`src/rtl/sr_latch_pkg.sv`:
```
// sr_latch_pkg: shared definitions for the gated SR latch controller.
// Holds the FSM state encodings, the set/reset operation encodings and
// the default values of the controller parameters.
package sr_latch_pkg;

  localparam int unsigned N_REQ_DEFAULT    = 4;
  localparam int unsigned HOLD_CYC_DEFAULT = 2;

  localparam logic OP_SET   = 1'b1;
  localparam logic OP_RESET = 1'b0;

  typedef logic [2:0] state_t;

  localparam state_t StInit   = 3'd0;
  localparam state_t StIdle   = 3'd1;
  localparam state_t StSetup  = 3'd2;
  localparam state_t StEnable = 3'd3;
  localparam state_t StClose  = 3'd4;
  localparam state_t StAck    = 3'd5;

endpackage

```
`src/rtl/rr_arbiter.sv`:
```
// rr_arbiter: combinational round-robin selector.
// Ports:
//   req_i  - request vector
//   ptr_i  - index with first priority (search start)
//   gnt_o  - one-hot winner (all zero when no request)
//   idx_o  - binary index of the winner (0 when no request)
module rr_arbiter #(
  parameter int unsigned NumReq = 4,
  parameter int unsigned IdxW   = 2
) (
  input  logic [NumReq-1:0] req_i,
  input  logic [IdxW-1:0]   ptr_i,
  output logic [NumReq-1:0] gnt_o,
  output logic [IdxW-1:0]   idx_o
);

  logic [IdxW-1:0] cand;
  logic            found;

  // Walk from ptr_i upwards with wrap; the first requester seen wins.
  always_comb begin
    gnt_o = '0;
    idx_o = '0;
    found = 1'b0;
    cand  = '0;
    for (int unsigned off = 0; off < NumReq; off++) begin
      cand = IdxW'((32'(ptr_i) + off) % NumReq);
      if (!found && req_i[cand]) begin
        found       = 1'b1;
        gnt_o[cand] = 1'b1;
        idx_o       = cand;
      end
    end
  end

endmodule

```
`src/rtl/sr_latch_ctrl.sv`:
```
// sr_latch_ctrl: arbitrates N_REQ requesters onto one external gated SR latch.
// After reset the latch is forced to Q=0; each granted request then writes
// the latch with the requester's op, samples Q and reports the outcome.
// Ports:
//   clk, rst            - clock, synchronous active-high reset
//   req, op_set         - per-requester level request and op (1=set, 0=reset)
//   grant, ack          - one-hot transaction-in-progress / completion pulse
//   err                 - pulses with ack when sampled Q differs from op
//   busy                - high in every state except IDLE
//   lat_en/lat_s/lat_r  - En, S, R drive to the external latch
//   lat_q               - Q from the external latch
module sr_latch_ctrl
  import sr_latch_pkg::*;
#(
  parameter int unsigned N_REQ    = N_REQ_DEFAULT,
  parameter int unsigned HOLD_CYC = HOLD_CYC_DEFAULT
) (
  input  logic             clk,
  input  logic             rst,
  input  logic [N_REQ-1:0] req,
  input  logic [N_REQ-1:0] op_set,
  output logic [N_REQ-1:0] grant,
  output logic [N_REQ-1:0] ack,
  output logic             err,
  output logic             busy,
  output logic             lat_en,
  output logic             lat_s,
  output logic             lat_r,
  input  logic             lat_q
);

  localparam int unsigned IdxW = $clog2(N_REQ);

  state_t           state_q, state_d;
  logic [3:0]       cnt_q, cnt_d;
  logic             init_go_q, init_go_d;
  logic [IdxW-1:0]  ptr_q, ptr_d;
  logic [N_REQ-1:0] grant_q, grant_d;
  logic             op_q, op_d;
  logic             smp_q, smp_d;

  logic [N_REQ-1:0] arb_gnt;
  logic [IdxW-1:0]  arb_idx;
  logic             init_drive;
  logic             write_phase;

  rr_arbiter #(
    .NumReq (N_REQ),
    .IdxW   (IdxW)
  ) u_arb (
    .req_i (req),
    .ptr_i (ptr_q),
    .gnt_o (arb_gnt),
    .idx_o (arb_idx)
  );

  always_comb begin
    state_d   = state_q;
    cnt_d     = cnt_q;
    init_go_d = init_go_q;
    ptr_d     = ptr_q;
    grant_d   = grant_q;
    op_d      = op_q;
    smp_d     = smp_q;
    unique case (state_q)
      // init_go_q=0 is the idle reset phase; cnt_q counts the drive cycles
      // down to 0, and cnt_q==0 with init_go_q=1 is the quiet gap cycle.
      StInit: begin
        if (!init_go_q) begin
          init_go_d = 1'b1;
          cnt_d     = 4'(HOLD_CYC);
        end else if (cnt_q != 4'd0) begin
          cnt_d = cnt_q - 4'd1;
        end else begin
          init_go_d = 1'b0;
          state_d   = StIdle;
        end
      end
      StIdle: begin
        if (|req) begin
          grant_d = arb_gnt;
          op_d    = op_set[arb_idx];
          ptr_d   = (arb_idx == IdxW'(N_REQ - 1)) ? '0 : arb_idx + 1'b1;
          state_d = StSetup;
        end
      end
      StSetup: begin
        cnt_d   = 4'(HOLD_CYC);
        state_d = StEnable;
      end
      StEnable: begin
        if (cnt_q <= 4'd1) begin
          cnt_d   = 4'd0;
          state_d = StClose;
        end else begin
          cnt_d = cnt_q - 4'd1;
        end
      end
      StClose: begin
        smp_d   = lat_q;
        state_d = StAck;
      end
      StAck: begin
        grant_d = '0;
        state_d = StIdle;
      end
      default: begin
        init_go_d = 1'b0;
        cnt_d     = 4'd0;
        grant_d   = '0;
        state_d   = StInit;
      end
    endcase
  end

  always_ff @(posedge clk) begin
    if (rst) begin
      state_q   <= StInit;
      cnt_q     <= 4'd0;
      init_go_q <= 1'b0;
      ptr_q     <= '0;
      grant_q   <= '0;
      op_q      <= OP_RESET;
      smp_q     <= 1'b0;
    end else begin
      state_q   <= state_d;
      cnt_q     <= cnt_d;
      init_go_q <= init_go_d;
      ptr_q     <= ptr_d;
      grant_q   <= grant_d;
      op_q      <= op_d;
      smp_q     <= smp_d;
    end
  end

  // S and R derive from a single op bit, so both can never be high together.
  assign init_drive  = (state_q == StInit) && init_go_q && (cnt_q != 4'd0);
  assign write_phase = (state_q == StSetup) || (state_q == StEnable);

  assign lat_en = init_drive || (state_q == StEnable);
  assign lat_s  = write_phase && op_q;
  assign lat_r  = init_drive || (write_phase && !op_q);
  assign grant  = grant_q;
  assign ack    = (state_q == StAck) ? grant_q : '0;
  assign err    = (state_q == StAck) && (smp_q != op_q);
  assign busy   = (state_q != StIdle);

endmodule

```
`config.mk`:
```
export PLATFORM = sky130hd
export DESIGN_NAME = sr_latch_ctrl
export DESIGN_NICKNAME = d
export VERILOG_FILES = /design/src/rtl/sr_latch_pkg.sv /design/src/rtl/rr_arbiter.sv /design/src/rtl/sr_latch_ctrl.sv
export SDC_FILE = /design/constraint.sdc
export NUM_CORES = 1
export LEC_CHECK = 0
export CORE_UTILIZATION = 26
export CTS_BUF_LIST = sky130_fd_sc_hd__clkbuf_8
export DETAILED_ROUTE_END_ITERATION = 12
export PLACE_DENSITY = 0.54
export RECOVER_POWER = 25
export REMOVE_ABC_BUFFERS = 1
export SLEW_MARGIN = 15
export SYNTH_ARGS = -nofsm -noshare
export SYNTH_HDL_FRONTEND = slang
export SYNTH_HIERARCHICAL = 1
export SYNTH_SLANG_ARGS = --single-unit
export TNS_END_PERCENT = 100
```
`constraint.sdc`:
```
create_clock -name clk -period 5.1 [get_ports clk]
set_input_delay 1.02 -clock clk [delete_from_list [all_inputs] [get_ports clk]]
set_output_delay 1.02 -clock clk [all_outputs]
set_load 0.005 [all_outputs]
```
* Word level (Yosys, flattened, before mapping)
Index checks and enable logic that the tools add are counted.
Word-level totals: bits in registers 16, bits in latches 0, RAM bits 0, ROM bits 0, input bits 11, word-level logic and storage cells 114, memories kept 0
Cells by class: add/sub/neg operators 5, $mul 0, divide/modulo/power cells 0, $lt $le $gt $ge 10, equal/unequal tests 13, shifts and indexed selects 0, multiplexer cells 45, bitwise gates (word level) 5, reductions and logical operators 29
Operator list (count):
- 4-bit 2-to-1 mux | 9
- 3-bit case mux with 6 select lines | 1
- 4-bit case mux with 4 select lines | 1
- 2-bit by 3-bit less-than comparator with 1-bit output, second input constant | 5
- 1-bit 2-to-1 mux | 14
- 1-bit logical AND | 12
- 3-bit 2-to-1 mux | 4
- 4-bit OR | 3
- 1-bit binary-select mux with 2-bit select | 5
- 2-bit 2-to-1 mux | 5
- 1-bit demux with 2-bit select | 4
- 2-bit by 1-bit greater-or-equal comparator with 1-bit output, second input constant | 4
- 2-bit inequality test, second input constant | 4
- 4-bit case mux with 2 select lines | 1
- 4-bit OR reduction | 2
- 3-bit by 2-bit == test with 1-bit output, second input constant | 2
- 3-bit == test, second input constant | 2
- 2-bit AND reduction | 3
- 5-bit OR reduction | 1
- 2-bit by 1-bit adder with 2-bit output, second input constant | 2
- 2-bit adder, second input constant | 2
- 4-bit by 1-bit <= comparator with 1-bit output, second input constant | 1
- 1-bit zero test | 4
- 4-bit AND reduction | 1
- other kinds (12) | 15

* Logic depth before layout (Yosys ltp)
Gate-level depths: netlist of the first run.
depth in word-level cells 14, depth in mapped cells 12, mapped depth without buffers 11

* By module
The synthesis of the first run kept the hierarchy.
Modules (own cells, without submodules):
- sr_latch_ctrl | times used 1, cells an instance 115, area each 982.2 µm²
- rr_arbiter | times used 1, cells an instance 46, area each 419.2 µm²

* Least setup slack after synthesis of the first run
No wires, ideal clock.
path kind input to register, from input req[3], to register op_q, library setup time 128 ps, data arrival time 2812 ps, required time 4972 ps, path slack 2160 ps, stages on the path 6, path through mux4_2 buf_6 o31ai_1 mux4_2 mux2i_1 nor2_1
Between the ends: word-level cells in the longest chain between the ends 14
Ends and longest elaborated chain:
- start, declared | RTL line sr_latch_ctrl.sv:20 | input logic [N_REQ-1:0] req,
- 1-bit binary-select mux with 2-bit select | RTL line rr_arbiter.sv:28 | if (!found && req_i[cand]) begin
- 1-bit 2-to-1 mux (not written as such) | RTL line rr_arbiter.sv:28
- 1-bit 2-to-1 mux | RTL line rr_arbiter.sv:28
- 1-bit zero test | RTL line rr_arbiter.sv:28
- 1-bit logical AND | RTL line rr_arbiter.sv:28
- 1-bit 2-to-1 mux | RTL line rr_arbiter.sv:28
- 1-bit zero test | RTL line rr_arbiter.sv:28
- 1-bit logical AND | RTL line rr_arbiter.sv:28
- 1-bit 2-to-1 mux | RTL line rr_arbiter.sv:28
- 1-bit zero test | RTL line rr_arbiter.sv:28
- 1-bit logical AND | RTL line rr_arbiter.sv:28
- 2-bit 2-to-1 mux * | RTL line rr_arbiter.sv:28
- via arb_idx[0] | RTL line sr_latch_ctrl.sv:43 | logic [IdxW-1:0] arb_idx;
- 1-bit binary-select mux with 2-bit select * | RTL line sr_latch_ctrl.sv:82 | op_d = op_set[arb_idx];
- 1-bit 2-to-1 mux (not written as such) * | RTL line sr_latch_ctrl.sv:82
- end signal, assigned | RTL line sr_latch_ctrl.sv:131 | op_q <= op_d;
- end, declared | RTL line sr_latch_ctrl.sv:39 | logic op_q, op_d;
The timed path passes the listed nets; every way through them passes the cells marked *. The select of a mux whose other input is x is not followed. A chain may end at the register's enable or synchronous reset.

* Final worst setup path of the first run
Same ends and word-level chain as after synthesis.

==> results of run 1 <==
[worst max-delay path, stage by stage]
cell	delay (ns)
clkdlybuf4s50_1	0.55
mux4_2	0.67
o31ai_1	0.51
mux4_2	0.57
mux2i_1	0.14
nor2_1	0.05
[layout make-up]
class | instances | share of cell area
clock buffer | 4 | 0.0318
timing repair buffer | 23 | 0.133
sequential | 16 | 0.185
tap | 70 | 0.0506
inverter | 9 | 0.0195
multi-input combinational | 129 | 0.580
[layer usage]
layer / wire length [um] / up-vias / track usage
li1: - / 642 / -
met1: 1530 / 573 / 0.155
met2: 1380 / 26 / 0.178
met3: 107 / 5 / 0.0212
met4: 60 / 0 / 0.0638
met5: 0 / - / 0
[cell families after synthesis]
logic type,synth area share
adders and majority gates,0.0804
and+or+nand+nor,0.258
DFF,0.229
buffers and inverters,0.0554
AOI/OAI and AO/OA,0.224
xor gates and xnor gates,0.00625
muxes,0.147
[power groups by stage]
stage / combinational, W / sequential [W] / clock (W)
after floorplan: 0.000399 / 0.000206 / 0
after global placement: 0.000511 / 0.000225 / 0
after detailed placement: 0.000510 / 0.000223 / 0
after CTS: 0.000512 / 0.000221 / 0.000121
after global routing: 0.000563 / 0.000228 / 0.000130
final: 0.000507 / 0.000220 / 0.000118
[stage by stage]
stage,worst slack [ns],utilization
3_3_place_gp,1.51,0.326
2_1_floorplan,2.22,-
4_1_cts,1.74,0.337
5_1_grt,1.60,0.337
6_report,1.73,0.337
3_5_place_dp,1.46,0.326
[registers in the layout, summed over array words and instances, names as in the netlist]
signal / flops
smp_q: 1
op_q: 1
state_q: 3
cnt_q: 4
grant: 4
init_go_q: 1
ptr_q: 2
[synth_stat cells, drive strengths merged, types with 2 or more instances]
library cell and number:
a21oi 9, a22oi 9, and2 5, buf 5, clkbuf 2, dfxtp 16
ha 9, inv 9, mux2i 9, mux4 5, nand2 10, nand2b 6
nand3 3, nor2 16, nor2b 2, nor3 5, nor3b 2, o2111ai 2
o211ai 5, o21ai 9, o22ai 4, or3 2
[worst max path at each step]
| stage | startpoint | endpoint | slack, ns | depth (start not counted) |
|---|---|---|---|---|
| finish | req[3] | op_q | 1.73 | 6 |
| global placement | req[3] | op_q | 1.51 | 6 |
| detailed placement | req[3] | op_q | 1.46 | 6 |
| CTS | req[3] | op_q | 1.74 | 6 |
| floorplan | req[3] | op_q | 2.22 | 5 |
| global route | req[1] | op_q | 1.60 | 8 |
==> impl_metrics.env, run 1 <==
export IMPL_die_y_um=75.4
export IMPL_cts_sinks=16
export IMPL_worst_slew_pin_slew_ns=0.639
export IMPL_port_buffers=23
export IMPL_regArea_um2=320
export IMPL_yosysWarnings=6
export IMPL_die_area_mm2=0.00569
export IMPL_start_util=0.273
export IMPL_startpoint_type="input pin"
export IMPL_r2r_start="ptr_q[0]"
export IMPL_finClkSkew_ns=0.00847
export IMPL_leakage_nw=0.622
export IMPL_ir_worst_vdd_v=0.000168
export IMPL_synthToLayoutAreaGrowth_pct=23.5
export IMPL_period_share=0.660
export IMPL_dp_cells=247
export IMPL_hold_violations=0
export IMPL_synth_top_area_frac=0.229
export IMPL_worstPathArrival_ns=3.51
export IMPL_crit_required_ns=5.24
export IMPL_power_frac_clock=0.140
export IMPL_postRouteAntennaNets=0
export IMPL_min_period_ns=3.37
export IMPL_design_power_total_w=0.000846
export IMPL_drt_iter0_drc=59
export IMPL_grt_pass1_wl_um=4960
export IMPL_ys_flop_type="dfxtp_1"
export IMPL_place_area_mm2=0.00168
export IMPL_final_net_count=202
export IMPL_rows=26
export IMPL_grt_max_degree=18
export IMPL_synth_top_cells_by_area="dfxtp_1 (23%), ha_1 (8.0%), mux2i_1 (6.4%)"
export IMPL_vias=1246
export IMPL_mostFrequentLayoutCell="clkdlybuf4s50_1"
export IMPL_via_per_inst=4.96
export IMPL_rsz0062_at_grt="no"
export IMPL_wl_per_cell_um=12.3
export IMPL_cp_max_fo=12
export IMPL_cts_tree="yes"
export IMPL_switching_share=0.443
export IMPL_syn_instance_count=161
export IMPL_gp_congestion=0.813
export IMPL_power_internal_w=0.000471
export IMPL_status="complete, no violations"
export IMPL_grt_total_usage=0.116
export IMPL_drc=0
export IMPL_synthArstFlopShare=0
export IMPL_fillers=565
export IMPL_multi_input_area_mm2=0.00100
export IMPL_holdPathEnd="smp_q"
export IMPL_drt_wl_total_um=3080
export IMPL_power_switching_w=0.000375
export IMPL_cts_setup_buffers=0
export IMPL_grt_antenna_before_repair=0
export IMPL_holdPathStages=2
export IMPL_layout_common_cells="clkdlybuf4s50_1 (18), dfxtp_1 (16), nor2_1 (14)"
export IMPL_avgSynthCellArea_um2=8.70
export IMPL_end_kind="flip-flop"
export IMPL_slew_headroom=0.573
export IMPL_p_comb_frac=0.600
export IMPL_cap_viol_max_count=0
export IMPL_yosys_register_bits=16
export IMPL_max_freq_mhz=297
export IMPL_drive_gt1_frac=0.0994
export IMPL_drv_slew=0
export IMPL_htree_levels=1
export IMPL_synth_distinct_cells=51
export IMPL_synth_top_area_cell="dfxtp_1"
export IMPL_reg2reg_to="op_q"
export IMPL_synth_area_mm2=0.00140
export IMPL_clockBufferDepth=2
export IMPL_die_w_um=75.4
export IMPL_cts_root_buf="clkbuf_8"
export IMPL_synth_edf_count=0
export IMPL_holdWs_ns=0.477
export IMPL_grt_pass1_vias=1063
export IMPL_hp_start="smp_q"
export IMPL_grt_ovfl_total=0
export IMPL_clk_pin_slew_worst_paths_ns=0.07
export IMPL_rr_worst_depth=9
export IMPL_fp_coreArea_mm2=0.00514
export IMPL_clk_latency_ns=0.26
export IMPL_seq_power_share=0.260
export IMPL_antenna_cells=0
export IMPL_postCtsHoldBufs=0
export IMPL_critPathKind="in -> reg"
export IMPL_final_area_mm2=0.00173
export IMPL_power_density_mw_per_mm2=489
export IMPL_io_pin_count=24
export IMPL_first_pass_iters=4
export IMPL_hp_class="reg -> reg"
export IMPL_stdcell_count=251
export IMPL_dpl_hpwl_um=2320
export IMPL_r2r_setup_slack_ns=1.94
export IMPL_tns_ns=0
export IMPL_yosysSeqAreaShare=0.229
export IMPL_cts_resized=0
export IMPL_cts_made_buffers=3
export IMPL_setup_viol=0
No activity file was read; power rests on OpenSTA's default activity.
==> inputs of run 2 (changes only) <==
==> constraint.sdc (replaced) <==
create_clock -name clk -period 3.2 [get_ports clk]
set_input_delay 0.64 -clock clk [delete_from_list [all_inputs] [get_ports clk]]
set_output_delay 0.64 -clock clk [all_outputs]
set_load 0.005 [all_outputs]
==> run 2 against run 1 <==
  * Utilization up 1.3 points
  * Largest power group unchanged
  * Hold slack worse by 0.010 ns
  * Largest cell class unchanged
  * First-iteration DRC count up 25%
  * Cell count up 4.0%
  * Clock power up 25%
  * Combinational power up 78%
==> impl_metrics.env, run 2 (synthesis results as in run 1) <==
export IMPL_htree_levels=1
export IMPL_tns_ns=0
export IMPL_r2r_start="ptr_q[1]"
export IMPL_rows=26
export IMPL_grt_pass1_wl_um=5480
export IMPL_grt_ovfl_total=0
export IMPL_postRouteAntennaNets=0
export IMPL_vias=1290
export IMPL_ir_worst_vdd_v=0.000266
export IMPL_rr_worst_depth=10
export IMPL_holdPathStages=2
export IMPL_drv_slew=0
export IMPL_hp_class="reg -> reg"
export IMPL_grt_total_usage=0.125
export IMPL_rsz0062_at_grt="no"
export IMPL_cts_tree="yes"
export IMPL_worstPathArrival_ns=2.92
export IMPL_synthToLayoutAreaGrowth_pct=28.4
export IMPL_critPathKind="in -> reg"
export IMPL_slew_headroom=0.629
export IMPL_dpl_hpwl_um=2450
export IMPL_crit_required_ns=3.32
export IMPL_clockBufferDepth=2
export IMPL_cts_root_buf="clkbuf_8"
export IMPL_max_freq_mhz=356
export IMPL_cp_max_fo=12
export IMPL_grt_max_degree=18
export IMPL_setup_viol=0
export IMPL_status="complete, no violations"
export IMPL_first_pass_iters=4
export IMPL_start_util=0.273
export IMPL_cts_made_buffers=3
export IMPL_drt_wl_total_um=3170
export IMPL_hp_start="smp_q"
export IMPL_drive_gt1_frac=0.147
export IMPL_final_net_count=213
export IMPL_holdPathEnd="smp_q"
export IMPL_period_share=0.877
export IMPL_drt_iter0_drc=74
export IMPL_clk_pin_slew_worst_paths_ns=0.06
export IMPL_leakage_nw=0.670
export IMPL_gp_congestion=0.718
export IMPL_grt_antenna_before_repair=0
export IMPL_reg2reg_to="op_q"
export IMPL_grt_pass1_vias=1212
export IMPL_dp_cells=258
export IMPL_die_w_um=75.4
export IMPL_port_buffers=23
export IMPL_end_kind="flip-flop"
export IMPL_power_density_mw_per_mm2=757
export IMPL_clk_latency_ns=0.25
export IMPL_cap_viol_max_count=0
export IMPL_stdcell_count=261
export IMPL_worst_slew_pin_slew_ns=0.555
export IMPL_cts_resized=0
export IMPL_die_area_mm2=0.00569
export IMPL_layout_common_cells="clkdlybuf4s50_1 (18), dfxtp_1 (16), nor2_1 (14)"
export IMPL_wl_per_cell_um=12.2
export IMPL_cts_sinks=16
export IMPL_die_y_um=75.4
export IMPL_antenna_cells=0
export IMPL_postCtsHoldBufs=0
export IMPL_hold_violations=0
export IMPL_mostFrequentLayoutCell="clkdlybuf4s50_1"
export IMPL_via_per_inst=4.94
export IMPL_drc=0
export IMPL_cts_setup_buffers=0
export IMPL_startpoint_type="input pin"
export IMPL_finClkSkew_ns=0.00134
export IMPL_min_period_ns=2.81
export IMPL_fp_coreArea_mm2=0.00514
export IMPL_r2r_setup_slack_ns=0.62
export IMPL_io_pin_count=24
==> run 2: cell count changes in the layout (fill, tap and decap cells not counted), sizes merged <==
| cell | change |
|---|---|
| buf | +11 |
| clkbuf | -1 |
==> run 2: area by class of cell <==
class / instances / area [um2]
fill: 581 / 3340
timing repair buffer: 34 / 313
tap: 70 / 87.6
sequential: 16 / 320
multi-input combinational: 129 / 1000
inverter: 9 / 33.8
clock buffer: 3 / 41.3
==> run 2: report_power, final <==
group          leakage (nW)  switching [W]  internal [W]
clock network        0.0216      0.0000645     0.0000834
registers             0.130      0.0000647      0.000249
logic                 0.519       0.000463      0.000437
total                 0.670       0.000592      0.000769
==> run 2: worst max-delay path by stage <==
| stage | start | to | slack, ns | depth (start not counted) |
|---|---|---|---|---|
| 3_5_place_dp | req[1] | op_q | 0.13 | 7 |
| 5_1_grt | req[1] | op_q | 0.25 | 9 |
| 3_3_place_gp | req[1] | op_q | 0.15 | 7 |
| 2_1_floorplan | ptr_q[0] | op_q | 0.43 | 9 |
| 6_report | req[1] | op_q | 0.39 | 7 |
| 4_1_cts | req[1] | op_q | 0.39 | 7 |
==> run 2: layer usage <==
| layer | vias up | global-route usage | part of all wire |
|---|---|---|---|
| li1 | 660 | - | - |
| met2 | 25 | 0.204 | 0.48 |
| met5 | - | 0 | 0 |
| met3 | 2 | 0.0265 | 0.036 |
| met1 | 603 | 0.165 | 0.48 |
| met4 | 0 | 0.0370 | 0.0076 |
==> run 2: metrics by stage <==
stage	setup WS (ns)	util	instance area [um2]	hold WS, ns	total power (W)
2_1_floorplan	0.426	-	1360	0.442	0.000963
3_3_place_gp	0.154	0.342	1760	0.458	0.00122
3_5_place_dp	0.127	0.342	1760	0.464	0.00122
4_1_cts	0.394	0.350	1800	0.473	0.00138
5_1_grt	0.248	0.350	1800	0.489	0.00150
6_report	0.394	0.350	1800	0.467	0.00136
==> run 2: critical path, cell delays in order <==
cell and delay [ns]:
clkdlybuf4s50_1 0.50, mux4_2 0.63, o31ai_1 0.31, buf_4 0.17, mux4_2 0.48, mux2i_1 0.15, nor2_1 0.05
